===== src/rtl/cpu_pkg.sv =====
// cpu_pkg
//   Shared definitions for the control sequencer: the state enum, the
//   instruction opcodes, the bit position of each ALU operation inside the
//   one-hot ALUControl word, and two helpers that classify an opcode and
//   build its ALUControl word.
package cpu_pkg;

    typedef enum logic [3:0] {
        IDLE,
        T0,
        T1,
        T2,
        T3,
        T4,
        T5,
        T6,
        HALTED
    } state_t;

    localparam logic [4:0] OP_AND  = 5'b00001;
    localparam logic [4:0] OP_OR   = 5'b00010;
    localparam logic [4:0] OP_ADD  = 5'b00011;
    localparam logic [4:0] OP_SUB  = 5'b00100;
    localparam logic [4:0] OP_SHR  = 5'b00101;
    localparam logic [4:0] OP_SHL  = 5'b00110;
    localparam logic [4:0] OP_ROR  = 5'b00111;
    localparam logic [4:0] OP_ROL  = 5'b01000;
    localparam logic [4:0] OP_NOT  = 5'b01001;
    localparam logic [4:0] OP_NEG  = 5'b01010;
    localparam logic [4:0] OP_MUL  = 5'b01011;
    localparam logic [4:0] OP_DIV  = 5'b01100;
    localparam logic [4:0] OP_NOP  = 5'b11000;
    localparam logic [4:0] OP_HALT = 5'b11001;

    localparam int ALU_W   = 12;
    localparam int ALU_AND = 0;
    localparam int ALU_OR  = 1;
    localparam int ALU_ADD = 2;
    localparam int ALU_SUB = 3;
    localparam int ALU_SHR = 4;
    localparam int ALU_SHL = 5;
    localparam int ALU_ROR = 6;
    localparam int ALU_ROL = 7;
    localparam int ALU_NEG = 8;
    localparam int ALU_MUL = 9;
    localparam int ALU_DIV = 10;
    localparam int ALU_NOT = 11;

    // Execution shape of an instruction after the common fetch.
    typedef enum logic [2:0] {
        C_BIN,      // Rb -> Y, Rc op Y -> Z, Zlo -> Ra
        C_UNARY,    // op Rb -> Z, Zlo -> Ra
        C_MULDIV,   // Ra -> Y, Rb op Y -> Z, Zlo -> LO, Zhi -> HI
        C_NOP,
        C_HALT,
        C_ILLEGAL
    } op_class_t;

    function automatic op_class_t classify(input logic [4:0] op);
        op_class_t c;
        case (op)
            OP_AND, OP_OR, OP_ADD, OP_SUB,
            OP_SHR, OP_SHL, OP_ROR, OP_ROL: c = C_BIN;
            OP_NOT, OP_NEG:                 c = C_UNARY;
            OP_MUL, OP_DIV:                 c = C_MULDIV;
            OP_NOP:                         c = C_NOP;
            OP_HALT:                        c = C_HALT;
            default:                        c = C_ILLEGAL;
        endcase
        return c;
    endfunction

    function automatic logic [ALU_W-1:0] alu_onehot(input logic [4:0] op);
        logic [ALU_W-1:0] r;
        r = '0;
        case (op)
            OP_AND:  r[ALU_AND] = 1'b1;
            OP_OR:   r[ALU_OR]  = 1'b1;
            OP_ADD:  r[ALU_ADD] = 1'b1;
            OP_SUB:  r[ALU_SUB] = 1'b1;
            OP_SHR:  r[ALU_SHR] = 1'b1;
            OP_SHL:  r[ALU_SHL] = 1'b1;
            OP_ROR:  r[ALU_ROR] = 1'b1;
            OP_ROL:  r[ALU_ROL] = 1'b1;
            OP_NOT:  r[ALU_NOT] = 1'b1;
            OP_NEG:  r[ALU_NEG] = 1'b1;
            OP_MUL:  r[ALU_MUL] = 1'b1;
            OP_DIV:  r[ALU_DIV] = 1'b1;
            default: r = '0;
        endcase
        return r;
    endfunction

endpackage


===== src/rtl/sel_encode.sv =====
// sel_encode
//   Picks one of the three register fields of the instruction (Ra, Rb or Rc,
//   chosen by Gra/Grb/Grc in that priority) and turns it into a one-hot
//   register-file enable on Rin_vec and/or Rout_vec.
// Ports
//   Gra, Grb, Grc : field select (Ra / Rb / Rc)
//   Rin, Rout     : drive the decoded register onto Rin_vec / Rout_vec
//   ra, rb, rc    : register fields IR[26:23], IR[22:19], IR[18:15]
//   Rin_vec       : one-hot write enable, R0 = bit0 (zero when Rin=0)
//   Rout_vec      : one-hot read enable,  R0 = bit0 (zero when Rout=0)
module sel_encode (
    input  logic        Gra,
    input  logic        Grb,
    input  logic        Grc,
    input  logic        Rin,
    input  logic        Rout,
    input  logic [3:0]  ra,
    input  logic [3:0]  rb,
    input  logic [3:0]  rc,
    output logic [15:0] Rin_vec,
    output logic [15:0] Rout_vec
);

    logic [3:0]  sel;
    logic [15:0] dec;

    always_comb begin
        sel = '0;
        if (Gra)
            sel = ra;
        else if (Grb)
            sel = rb;
        else if (Grc)
            sel = rc;
        dec      = 16'd1 << sel;
        Rin_vec  = Rin  ? dec : '0;
        Rout_vec = Rout ? dec : '0;
    end

endmodule


===== src/rtl/control_sequencer.sv =====
// control_sequencer
//   Hard-wired control unit. A single state register walks IDLE -> T0..T6
//   (one clk per T-state) and every strobe is decoded combinationally from
//   the current state and IR. T0..T2 fetch the instruction; T3 onwards
//   execute it according to its opcode class. HALT parks the unit in HALTED
//   until clr.
// Ports
//   clk        : system clock, rising edge
//   clr        : asynchronous active-high reset, forces IDLE
//   run        : allows a new fetch (IDLE->T0, or end of instruction->T0)
//   IR         : instruction; opcode [31:27], Ra [26:23], Rb [22:19], Rc [18:15]
//   PCout..HIin: datapath strobes, active high
//   ALUControl : one-hot ALU operation, nonzero only in the ALU state
//   Rin_vec    : one-hot register write enable
//   Rout_vec   : one-hot register read enable
//   halted     : high while parked after HALT
//   illegal    : one-cycle pulse in T3 for an unknown opcode
module control_sequencer
    import cpu_pkg::*;
(
    input  logic        clk,
    input  logic        clr,
    input  logic        run,
    input  logic [31:0] IR,
    output logic        PCout,
    output logic        MARin,
    output logic        IncPC,
    output logic        Zin,
    output logic        PCin,
    output logic        MDRRead,
    output logic        MDRin,
    output logic        MDRout,
    output logic        IRin,
    output logic        Yin,
    output logic        Zlowout,
    output logic        Zhighout,
    output logic        LOin,
    output logic        HIin,
    output logic [11:0] ALUControl,
    output logic [15:0] Rin_vec,
    output logic [15:0] Rout_vec,
    output logic        halted,
    output logic        illegal
);

    state_t    state, state_nx, wrap;
    op_class_t cls;
    logic      gra, grb, grc, rin, rout;
    logic      unused_ir;

    // IR[14:0] carries immediates the sequencer never looks at.
    assign unused_ir = ^IR[14:0];
    assign cls       = classify(IR[31:27]);
    assign wrap      = run ? T0 : IDLE;

    always_ff @(posedge clk or posedge clr) begin
        if (clr)
            state <= IDLE;
        else
            state <= state_nx;
    end

    // The opcode is only trusted from T3 on: IR is loaded by the IRin edge
    // that ends T2, so even NOP and unknown opcodes pass through T3 (with no
    // strobes, apart from the illegal pulse) before the sequencer returns.
    always_comb begin
        state_nx   = state;
        PCout      = 1'b0;
        MARin      = 1'b0;
        IncPC      = 1'b0;
        Zin        = 1'b0;
        PCin       = 1'b0;
        MDRRead    = 1'b0;
        MDRin      = 1'b0;
        MDRout     = 1'b0;
        IRin       = 1'b0;
        Yin        = 1'b0;
        Zlowout    = 1'b0;
        Zhighout   = 1'b0;
        LOin       = 1'b0;
        HIin       = 1'b0;
        ALUControl = '0;
        halted     = 1'b0;
        illegal    = 1'b0;
        gra        = 1'b0;
        grb        = 1'b0;
        grc        = 1'b0;
        rin        = 1'b0;
        rout       = 1'b0;

        case (state)
            IDLE: if (run) state_nx = T0;
            T0: begin
                PCout = 1'b1; MARin = 1'b1; IncPC = 1'b1; Zin = 1'b1;
                state_nx = T1;
            end
            T1: begin
                Zlowout = 1'b1; PCin = 1'b1; MDRRead = 1'b1; MDRin = 1'b1;
                state_nx = T2;
            end
            T2: begin
                MDRout = 1'b1; IRin = 1'b1;
                state_nx = T3;
            end
            T3: begin
                case (cls)
                    C_BIN: begin
                        grb = 1'b1; rout = 1'b1; Yin = 1'b1;
                        state_nx = T4;
                    end
                    C_UNARY: begin
                        grb = 1'b1; rout = 1'b1; Zin = 1'b1;
                        ALUControl = alu_onehot(IR[31:27]);
                        state_nx = T4;
                    end
                    C_MULDIV: begin
                        gra = 1'b1; rout = 1'b1; Yin = 1'b1;
                        state_nx = T4;
                    end
                    C_HALT:    state_nx = HALTED;
                    C_ILLEGAL: begin
                        illegal  = 1'b1;
                        state_nx = wrap;
                    end
                    default:   state_nx = wrap;
                endcase
            end
            T4: begin
                case (cls)
                    C_BIN: begin
                        grc = 1'b1; rout = 1'b1; Zin = 1'b1;
                        ALUControl = alu_onehot(IR[31:27]);
                        state_nx = T5;
                    end
                    C_UNARY: begin
                        Zlowout = 1'b1; gra = 1'b1; rin = 1'b1;
                        state_nx = wrap;
                    end
                    C_MULDIV: begin
                        grb = 1'b1; rout = 1'b1; Zin = 1'b1;
                        ALUControl = alu_onehot(IR[31:27]);
                        state_nx = T5;
                    end
                    default: state_nx = wrap;
                endcase
            end
            T5: begin
                case (cls)
                    C_BIN: begin
                        Zlowout = 1'b1; gra = 1'b1; rin = 1'b1;
                        state_nx = wrap;
                    end
                    C_MULDIV: begin
                        Zlowout = 1'b1; LOin = 1'b1;
                        state_nx = T6;
                    end
                    default: state_nx = wrap;
                endcase
            end
            T6: begin
                Zhighout = 1'b1; HIin = 1'b1;
                state_nx = wrap;
            end
            HALTED: begin
                halted   = 1'b1;
                state_nx = HALTED;
            end
            default: state_nx = IDLE;
        endcase
    end

    sel_encode u_sel (
        .Gra      (gra),
        .Grb      (grb),
        .Grc      (grc),
        .Rin      (rin),
        .Rout     (rout),
        .ra       (IR[26:23]),
        .rb       (IR[22:19]),
        .rc       (IR[18:15]),
        .Rin_vec  (Rin_vec),
        .Rout_vec (Rout_vec)
    );

endmodule


===== config.mk =====
export PLATFORM = sky130hd
export DESIGN_NAME = control_sequencer
export DESIGN_NICKNAME = d
export VERILOG_FILES = /design/src/rtl/cpu_pkg.sv /design/src/rtl/sel_encode.sv /design/src/rtl/control_sequencer.sv
export SDC_FILE = /design/constraint.sdc
export NUM_CORES = 1
export LEC_CHECK = 0
export CAP_MARGIN = 20
export CORE_MARGIN = 3
export CORE_UTILIZATION = 30
export DETAILED_ROUTE_END_ITERATION = 16
export DONT_BUFFER_PORTS = 1
export GPL_ROUTABILITY_DRIVEN = 0
export SLEW_MARGIN = 10
export SYNTH_ARGS = -nofsm -noshare
export SYNTH_HDL_FRONTEND = slang
export SYNTH_SLANG_ARGS = --single-unit
export TNS_END_PERCENT = 5

===== constraint.sdc =====
create_clock -name clk -period 6.73 [get_ports clk]
set_input_delay 2.019 -clock clk [delete_from_list [all_inputs] [get_ports clk]]
set_output_delay 2.019 -clock clk [all_outputs]
set_load 0.05 [all_outputs]

Word-level counts from Yosys, hierarchy flattened
Memories as Yosys holds them, arrays and structs flattened.
Index checks and enable logic that the tools add are counted.
{"block": "op_classes", "n_mux": 48, "n_div": 0, "n_reduce_logical": 5, "eq_ne": 25, "n_mul": 0, "addsub": 0, "n_bitwise": 0, "magnitude_cmp": 0, "n_shift": 1}
{"cell": "$pmux W4 S9", "count": 1}
{"cell": "$mux W16", "count": 2}
{"cell": "$mux W1", "count": 29}
{"cell": "$eq A5 B4 Y1 const B", "count": 5}
{"cell": "$mux W12", "count": 2}
{"cell": "$pmux W12 S2", "count": 1}
{"cell": "$eq A5 B3 Y1 const B", "count": 4}
{"cell": "$eq A4 B3 Y1 const B", "count": 4}
{"cell": "$mux W4", "count": 4}
{"cell": "$shl A1 B4 Y16 const A", "count": 1}
{"cell": "$eq A5 B2 Y1 const B", "count": 2}
{"cell": "$pmux W1 S3", "count": 3}
{"cell": "$eq A4 B2 Y1 const B", "count": 2}
{"cell": "$pmux W4 S2", "count": 1}
{"cell": "$eq A3 B3 Y1 const B", "count": 2}
{"cell": "$mux W3", "count": 2}
{"cell": "$pmux W1 S2", "count": 3}
{"cell": "$eq A5 B1 Y1 const B", "count": 1}
{"cell": "$eq A4 B1 Y1 const B", "count": 1}
{"cell": "$eq A4 B4 Y1 const B", "count": 1}
{"cell": "$logic_not A4 Y1", "count": 1}
{"cell": "$reduce_or A2 Y1", "count": 2}
{"cell": "$eq A3 B1 Y1 const B", "count": 1}
{"cell": "$eq A3 B2 Y1 const B", "count": 1}
{"cell": "3 further kinds", "count": 3}
{"block": "totals", "wordCells": 81, "ff_bits": 4, "out_inout_bits": 60, "inputBits": 35, "mem_bits_rw": 0, "romBits": 96, "latchBits": 0, "n_memories": 1}
{"memory": "(no name shown)", "depth": 32, "word_bits": 3, "read_ports": 1, "rd_clocked_by_memory_dff": 0, "wr": 0, "line": "cpu_pkg.sv:61", "text": "case (op)"}

Longest topological paths before layout
Gate-level depths: netlist of run 1.
An unclocked memory read counts as a cell.
{"block": "logic_depth", "word_depth": 9, "depth_mapped": 10}

Hierarchy
A second synthesis of run 1 with hierarchy kept.
{"block": "hier_totals", "cells_unflattened": 201, "hier_area_um2": 1552.7}
{"mod": "control_sequencer", "area_per_inst_um2": 923.4, "instances": 1, "seq_area_each_um2": 100.1, "cells_each": 126}
{"mod": "sel_encode", "area_per_inst_um2": 629.4, "instances": 1, "seq_area_each_um2": 0.0, "cells_each": 75}

Worst setup path before layout of run 1
Ideal clock, no wire load.
{"block": "synth_path", "path_kind": "input to output", "start": "input IR[27]", "end": "output Rin_vec[0]", "setup_slack_ps": -593, "t_arrival_ps": 5304, "stages": 10, "n_path_buf": 2, "path_cell_list": "inv_1 > ha_1 > nor3b_2 > o21ai_1 > and2_1 > clkbuf_1 > and3_1 > or4b_4 > buf_6 > nor4_1"}
{"block": "synth_between", "elab_chain_cells": 9, "word_cells_on_any_way": 18, "classes_between": "eq/ne (2); shift (1); mux (12); reduce/logical (2); memory (1)"}
{"element": "start: declaration", "line": "control_sequencer.sv:24", "text": "input logic [31:0] IR,"}
{"element": "$mem_v2 Z32 W3 *"}
{"element": "$eq A3 B1 Y1 / $logic_not A3 Y1 (equally long branches)", "line": "control_sequencer.sv:106, control_sequencer.sv:129, control_sequencer.sv:148"}
{"element": "$reduce_or A2 Y1 (no line) / $mux W1 (equally long branches)"}
{"element": "$mux W1, on equally long branches", "line": "control_sequencer.sv:106, control_sequencer.sv:91"}
{"element": "$pmux W1 S2 / $mux W4 (equally long branches)", "line": "control_sequencer.sv:91, sel_encode.sv:33"}
{"element": "$mux W4", "line": "sel_encode.sv:31", "text": "else if (Grb)"}
{"element": "$mux W4", "line": "sel_encode.sv:29", "text": "if (Gra)"}
{"element": "$shl A1 B4 Y16", "line": "sel_encode.sv:35", "text": "dec = 16'd1 << sel;"}
{"element": "$mux W16 *", "line": "sel_encode.sv:36", "text": "Rin_vec = Rin ? dec : '0;"}
{"element": "end: declaration", "line": "control_sequencer.sv:40", "text": "output logic [15:0] Rin_vec,"}
Mark *: on every way between the ends. The rest lies on a longest branch, timed or not.

Worst setup path in the final report of run 1
{"block": "layout_path", "start": "input IR[27]", "end": "output Rout_vec[4]"}
{"block": "layout_between", "elab_chain_cells": 9, "word_cells_on_any_way": 22, "classes_between": "eq/ne (2); shift (1); mux (14); reduce/logical (4); memory (1)"}
{"element": "$mem_v2 Z32 W3 *"}
{"element": "$eq A3 B1 Y1 / $logic_not A3 Y1 (equally long branches)", "line": "control_sequencer.sv:106, control_sequencer.sv:129, control_sequencer.sv:148"}
{"element": "$reduce_or A2 Y1 (no line) / $mux W1 (equally long branches)"}
{"element": "$mux W1, on equally long branches", "line": "control_sequencer.sv:106, control_sequencer.sv:91"}
{"element": "$pmux W1 S2 / $mux W4 (equally long branches)", "line": "control_sequencer.sv:91, sel_encode.sv:33"}
{"element": "$mux W4", "line": "sel_encode.sv:31"}
{"element": "$mux W4", "line": "sel_encode.sv:29"}
{"element": "$shl A1 B4 Y16", "line": "sel_encode.sv:35"}
{"element": "$mux W16 *", "line": "sel_encode.sv:37", "text": "Rout_vec = Rout ? dec : '0;"}
{"element": "end: declaration", "line": "control_sequencer.sv:41", "text": "output logic [15:0] Rout_vec,"}
Marks and branches as above.

==> reports/results.ini, run 1 <==
[synth]
synth_top_area_share=0.0907
netlist_area_sq_um=1450
syn_area_per_cell_sq_um=7.35
synth.top_cells.by_count=21 x nor4_1, 17 x and3_1, 15 x nor3_1
yosysWarningCount=0
synth-edff-count=0
ys_seq_elements=4
netlist_top_cells_area=nor4_1 9.1%, and3_1 7.3%, dfrtp_1 6.9%
yosysTopAreaCell=nor4_1
synth_nets=237
synth_most_common_cell=nor4_1
synth_ff_type=dfrtp_1
syn_inst=197
synth-seq-area-share=0.0691
post_synth_num_cell_types=63
async_reset_ff_frac=1.00

[worst_setup_path]
worstPathRequired_ns=4.71
critical_path_peak_fanout=16
endpoint_kind=output pin
worstSetupPathType=in -> out
start_kind=input port
arrival_ns=4.45

[finish]
regMostFlops=state
largest_register_ffs=4
design_area_sq_um=1940
post-route-util=0.430
drive_above_1_share=0.451
syn_to_final_growth_pct=33.8
n_fill_cell=461
nets=266
reg_top3=state (4)
num_antenna_cells=0

[timing]
min_period_ns=6.47
holdWs_ns=0.643
max_freq_mhz=155
maxSlewViolCount=0
worst_pin_slew_ns=1.13
setup_violations=0
skew_ns=0.00382
period_share=0.961
rsz0062_at_grt=false
slew_headroom=0.248
hold_viol=0

[status]
status=finished clean

[min_path]
hold_class=reg -> reg

[power]
p_leak_nw=0.768
p_seq_frac=0.148
ir_drop_uv=167
clockPowerShare=0.122
p_sw_w=0.000265
comb_power_share=0.730
p_int_w=0.000151
switching_share=0.637
power_density_nw_per_um2=215

[global_route]
grt_pass1_vias=1471
grt_overflow_total=0
grt_pass1_wl_um=7060
grt.total_usage=0.154
antenna_found_initial=0
grt_start_max_net_pins=18

[cts]
path_clk_slew_ns=0.03
cts_buffer_depth=2
cts_buffers=3
clk_latency_ns=0.22
htreeDepth=1
cts_sinks=4
cts-root-buf=clkbuf_8
cts_tree=built

[route]
num_vias=1674
via_per_inst=6.07
drc=0
drtPass1Iterations=4
wirelength_um=4540
ant_nets=0
drtIter0Drc=191
wl_per_cell_um=16.5

[die]
ioPinCount=95
die_area_sq_um=5700
die_h_um=75.5
core_sq_um=4500
start_util=0.322
die_w_um=75.5
rows=24

[job]
cap_violations=0

[place]
port_buffers=0
dp_hpwl_um=3620
dpl_cell_area_sq_um=1890

final cells by class:
cell class | instances | area, sq um | share of cell area
multi-input combinational | 164 | 1350 | 0.696
tap | 52 | 65.1 | 0.0336
clock buffer | 3 | 41.3 | 0.0213
timing repair buffer | 47 | 360 | 0.186
sequential | 4 | 100 | 0.0516
inverter | 6 | 22.5 | 0.0116
power groups by stage:
| stage | combinational, W | sequential [W] | clock (W) |
|---|---|---|---|
| floorplan | 0.000286 | 0.0000374 | 0 |
| global placement | 0.000301 | 0.0000611 | 0 |
| detailed placement | 0.000304 | 0.0000613 | 0 |
| CTS | 0.000305 | 0.0000613 | 0.0000521 |
| global route | 0.000325 | 0.0000652 | 0.0000545 |
| finish | 0.000304 | 0.0000617 | 0.0000510 |
placed cells by master, fill, tap and decap left out, drive strengths merged, types with 3 or more instances in the layout:
cell / Yosys / layout
inv: 6 / 6
nand2b: 3 / 3
and3b: 4 / 4
and2: 3 / 3
ha: 5 / 5
dfrtp: 4 / 4
nand3: 8 / 8
nor2b: 7 / 7
clkbuf: 6 / 3
nor2: 10 / 10
nor3: 15 / 15
a211oi: 6 / 6
o21ai: 6 / 6
a21oi: 5 / 5
and3: 17 / 17
a211o: 3 / 3
nor4: 25 / 25
nand2: 8 / 8
buf: 17 / 47
cell families after synthesis:
| group | count (synthesis) | share of synthesized area |
|---|---|---|
| buffers and inverters | 29 | 0.110 |
| XOR/XNOR | 2 | 0.0121 |
| AO/OA/AOI/OAI | 37 | 0.219 |
| multiplexers | 2 | 0.0164 |
| flip-flops | 4 | 0.0691 |
| adder cells (fa/ha/maj) | 5 | 0.0432 |
| AND/OR/NAND/NOR | 118 | 0.530 |
per-layer routing:
| metal | wire (um) | part of all wire | GRT usage |
|---|---|---|---|
| met1 | 1970 | 0.43 | 0.208 |
| met2 | 2210 | 0.49 | 0.248 |
| met3 | 349 | 0.077 | 0.0409 |
| met4 | 7 | 0.0015 | 0.0252 |
| met5 | 0 | 0 | 0 |
worst max-delay path, cell delays in order:
cell and delay, ns:
inv_1 0.08, ha_2 0.26, and3b_1 0.19, o31ai_1 0.34, a21oi_1 0.19, and2_1 0.23
a221o_1 0.34, buf_4 0.21, nor4_2 0.33, buf_4 0.25
worst paths after layout:
check	from	to	slack (ns)	cells past startpoint
max	IR[27]	Rout_vec[4]	0.26	10
min	state[3]	state[1]	0.64	1
max reg2reg	state[1]	state[2]	4.77	3
min reg2reg	state[3]	state[1]	0.64	1
min in group asynchronous	clr	state[0]	1.57	1
max in group asynchronous	clr	state[3]	5.01	1
metrics by stage:
step	power, W	TNS, ns	instances	setup slack, ns
after global placement	0.000362	0	273	0.287
after floorplan	0.000323	-6.93	197	-0.528
after CTS	0.000418	0	276	0.216
final	0.000417	0	276	0.264
after global routing	0.000444	0	276	0.0632
after detailed placement	0.000366	0	273	0.220
timing repair:
item	CTS	global route
hold buffers	0	0
buffers inserted	0	0
setup endpoints to repair	0	1
resized for setup	0	1
No activity file was read; power rests on OpenSTA's default activity.
==> run 2, diff against run 1 <==
--- a/config.mk
+++ b/config.mk
@@ -6,7 +6,6 @@
 export NUM_CORES = 1
 export LEC_CHECK = 0
 export CAP_MARGIN = 20
-export CORE_MARGIN = 3
 export CORE_UTILIZATION = 30
 export DETAILED_ROUTE_END_ITERATION = 16
 export DONT_BUFFER_PORTS = 1
==> reports/results.ini, run 2 (synthesized netlist as in run 1, its figures left out) <==
[status]
status=finished clean

[finish]
nets=265
final_cell_mix=44 x buf_4, 24 x nor4_2, 17 x and3_1, 11 x nor3_1, 8 x nand2_1
reg_top3=state (4)
n_fill_cell=457
regMostFlops=state
design_area_sq_um=1930
final_common_cell=buf_4
num_antenna_cells=0
syn_to_final_growth_pct=33.1
largest_register_ffs=4
post-route-util=0.428
drive_above_1_share=0.444

[power]
power.total_w=0.000415
clockPowerShare=0.123
power_density_nw_per_um2=215
comb_power_share=0.728
p_leak_nw=0.765
switching_share=0.637
p_sw_w=0.000264
ir_drop_uv=139
p_seq_frac=0.149
p_int_w=0.000150

[worst_setup_path]
worstSetupPathType=in -> out
arrival_ns=4.52
worstPathRequired_ns=4.71
endpoint_kind=output pin
cp_slowest_cell=or4b_4
critical_path_peak_fanout=8
slowest_delay_ns=0.58
rr_worst_depth=3
rr_endpoint=state[2]
start_kind=input port
cp_cell_sequence=inv_1 -> ha_1 -> and3b_1 -> o31ai_1 -> a21oi_1 -> and3_1 -> or4b_4 -> nor4_2 -> buf_4
rr_startpoint=state[2]
reg2reg_setup_slack_ns=4.77

[timing]
min_period_ns=6.54
slew_headroom=0.251
worst_pin_slew_ns=1.12
max_freq_mhz=153
holdWs_ns=0.631
rsz0062_at_grt=false
period_share=0.972
skew_ns=0.000160
setup_violations=0
hold_viol=0
maxSlewViolCount=0

[route]
drtIter0Drc=162
drtPass1Iterations=4
drc=0
via_per_inst=5.90
wirelength_um=4440
wl_per_cell_um=16.1
ant_nets=0
num_vias=1622

[die]
start_util=0.322
ioPinCount=95
rows=24
die_area_sq_um=5110
die_h_um=71.5
core_sq_um=4500
die_w_um=71.5

[cts]
post-cts-setup-buffers=0
cts_resized=0
cts_buffer_depth=2
clk_latency_ns=0.22
htreeDepth=1
path_clk_slew_ns=0.03
cts_tree=built
cts-root-buf=clkbuf_8
cts_sinks=4
cts_buffers=3
cts_hold_buf=0

[global_route]
grt.total_usage=0.168
grt_pass1_wl_um=7090
grt_overflow_total=0
grt_pass1_vias=1474
grt_start_max_net_pins=18
antenna_found_initial=0

[job]
cap_violations=0

[place]
dp_hpwl_um=3490
port_buffers=0
dpl_cell_area_sq_um=1890

[min_path]
hold-path-cell-count=1
hp-start=state[3]
hold_path_end=state[1]
hold_class=reg -> reg

-- run 2: stage by stage --
| stage | TNS (ns) | instances | setup slack, ns |
|---|---|---|---|
| global route | 0 | 275 | 0.0512 |
| floorplan | -6.93 | 197 | -0.528 |
| detailed placement | 0 | 272 | 0.257 |
| CTS | 0 | 275 | 0.238 |
| finish | 0 | 275 | 0.191 |
| global placement | 0 | 272 | 0.329 |
-- run 2: worst max-delay path: cells and delay by family --
| family | cells | cell delay [ns] |
|---|---|---|
| compound gates | 2 | 0.52 |
| fa+ha+maj | 1 | 0.30 |
| buf+inv | 2 | 0.34 |
| simple gates | 4 | 1.34 |
-- run 2: power groups by stage --
stage	sequential, W	clock, W	combinational [W]
after detailed placement	0.0000618	0	0.000302
after CTS	0.0000616	0.0000518	0.000303
after floorplan	0.0000374	0	0.000286
after global placement	0.0000607	0	0.000300
final	0.0000616	0.0000510	0.000302
after global routing	0.0000651	0.0000541	0.000322
-- run 2: final cells by class --
type	count	area (sq um)	share of cell area
Timing Repair Buffer	46	353	0.183
Multi-Input combinational cell	164	1350	0.698
Inverter	6	22.5	0.0117
Tap cell	52	65.1	0.0337
Sequential cell	4	100	0.0519
Clock buffer	3	41.3	0.0214
-- run 2: worst max path at each step --
stage               startpoint  slack [ns]  depth (start not counted)            to
floorplan               IR[27]       -0.53                          9  Rout_vec[11]
detailed placement      IR[27]        0.26                          9    Rin_vec[1]
global route            IR[27]        0.05                          9    Rin_vec[1]
CTS                     IR[27]        0.24                          9    Rin_vec[1]
finish                  IR[27]        0.19                          9    Rin_vec[5]
global placement        IR[27]        0.33                          9    Rin_vec[8]
-- run 2: per-layer routing --
| metal | part of all wire | track usage | vias to the layer above |
|---|---|---|---|
| li1 | - | - | 814 |
| met1 | 0.45 | 0.226 | 754 |
| met2 | 0.48 | 0.280 | 52 |
| met3 | 0.067 | 0.0366 | 2 |
| met4 | 0.0018 | 0.0261 | 0 |
| met5 | 0 | 0 | - |
==> run 3, diff against run 2 <==
--- a/config.mk
+++ b/config.mk
@@ -6,6 +6,7 @@
 export NUM_CORES = 1
 export LEC_CHECK = 0
 export CAP_MARGIN = 20
+export CORE_ASPECT_RATIO = 1.25
 export CORE_UTILIZATION = 30
 export DETAILED_ROUTE_END_ITERATION = 16
 export DONT_BUFFER_PORTS = 1
==> reports/results.ini, run 3 (synthesized netlist as in run 1, its figures left out) <==
[status]
status=finished clean

[route]
ant_nets=0
via_per_inst=5.91
drtPass1Iterations=4
wirelength_um=4450
wl_per_cell_um=15.8
drtIter0Drc=112
num_vias=1662
drc=0

[worst_setup_path]
start_kind=input port
critical_path_peak_fanout=8
setup.worst_path.start=IR[27]
arrival_ns=4.48
reg2reg_setup_slack_ns=4.80
rr_endpoint=state[2]
worstPathRequired_ns=4.71
rr_startpoint=state[0]
worstSetupPathType=in -> out
endpoint=Rin_vec[4]
endpoint_kind=output pin
rr_worst_depth=3

[power]
p_sw_w=0.000265
ir_drop_uv=124
p_seq_frac=0.148
p_leak_nw=0.767
comb_power_share=0.729
switching_share=0.635
power.total_w=0.000416
p_int_w=0.000152
power_density_nw_per_um2=214
clockPowerShare=0.124

[finish]
regMostFlops=state
largest_register_ffs=4
final_cell_count_no_fill=281
nets=265
n_fill_cell=476
num_antenna_cells=0
final_common_cell=buf_4
final_cell_mix=43 x buf_4, 24 x nor4_2, 17 x and3_1, 12 x nor3_1, 8 x nand2_1
drive_above_1_share=0.439
syn_to_final_growth_pct=34.1
reg_top3=state (4)

[cts]
cts_tree=built
cts_buffers=3
path_clk_slew_ns=0.03
cts_resized=0
htreeDepth=1
post-cts-setup-buffers=0
cts_buffer_depth=2
cts_hold_buf=0
cts_sinks=4
cts-root-buf=clkbuf_8
clk_latency_ns=0.22

[timing]
finalSetupTns_ns=0
hold_viol=0
slew_headroom=0.278
skew_ns=0.00414
min_period_ns=6.50
max_freq_mhz=154
worst_pin_slew_ns=1.08
worst_slack_ns=0.226
holdWs_ns=0.634
period_share=0.966
setup_violations=0
maxSlewViolCount=0
rsz0062_at_grt=false

[place]
dp.cells=278
dp_hpwl_um=3520
pre_cts_slack_ns=0.277
port_buffers=0

[die]
rows=27
die_area_sq_um=5110
core_sq_um=4530
ioPinCount=95
start_util=0.320
die_h_um=79.7
die_w_um=64.2

[global_route]
grt.total_usage=0.174
grt_start_max_net_pins=18
grt_overflow_total=0
antenna_found_initial=0
grt_pass1_wl_um=7140
grt_pass1_vias=1488

[job]
cap_violations=0

[min_path]
hold_class=reg -> reg

## run 3: changes by cell type in the layout (fill, tap and decap cells not counted)
cell	before	now
nor3_2	4	3
buf_12	0	1
buf_4	44	43
nor3_1	11	12
## run 3: metrics by stage
| stage | cell area, sq um | util |
|---|---|---|
| finish | 1940 | 0.429 |
| global route | 1940 | 0.429 |
| CTS | 1940 | 0.429 |
| detailed placement | 1900 | 0.420 |
| global placement | 1900 | 0.420 |
| floorplan | 1490 | - |
## run 3: routing by layer
layer	track usage	routed length (um)
met3	0.0429	331
met5	0	0
met4	0.0400	27
met2	0.324	2280
met1	0.196	1820
## run 3: worst min path at each step
stage / from / endpoint / slack, ns / cells after the start
after floorplan: state[3] / state[1] / 0.56 / 2
after global placement: state[3] / state[1] / 0.62 / 1
after detailed placement: state[3] / state[1] / 0.63 / 1
after CTS: state[3] / state[1] / 0.63 / 1
after global routing: state[3] / state[1] / 0.67 / 1
final: state[3] / state[1] / 0.63 / 1
## run 3: layout make-up
| cell class | count | area (sq um) | share of cell area |
|---|---|---|---|
| clock buffer | 3 | 41.3 | 0.0212 |
| inverter | 6 | 22.5 | 0.0116 |
| multi-input combinational | 164 | 1340 | 0.690 |
| sequential | 4 | 100 | 0.0515 |
| tap | 58 | 72.6 | 0.0373 |
| timing repair buffer | 46 | 365 | 0.188 |
## run 3: power by group through the flow
stage	registers [W]	clock network (W)	logic (W)
global route	0.0000644	0.0000545	0.000322
detailed placement	0.0000610	0	0.000303
finish	0.0000614	0.0000516	0.000303
floorplan	0.0000374	0	0.000286
CTS	0.0000611	0.0000528	0.000304
global placement	0.0000616	0	0.000300
## run 3: worst max-delay path, stage by stage
cell	delay (ns)
inv_1	0.09
ha_1	0.31
and3b_1	0.21
o31ai_1	0.31
a21oi_1	0.19
and3_1	0.27
or4b_4	0.59
nor4_2	0.25
buf_4	0.24
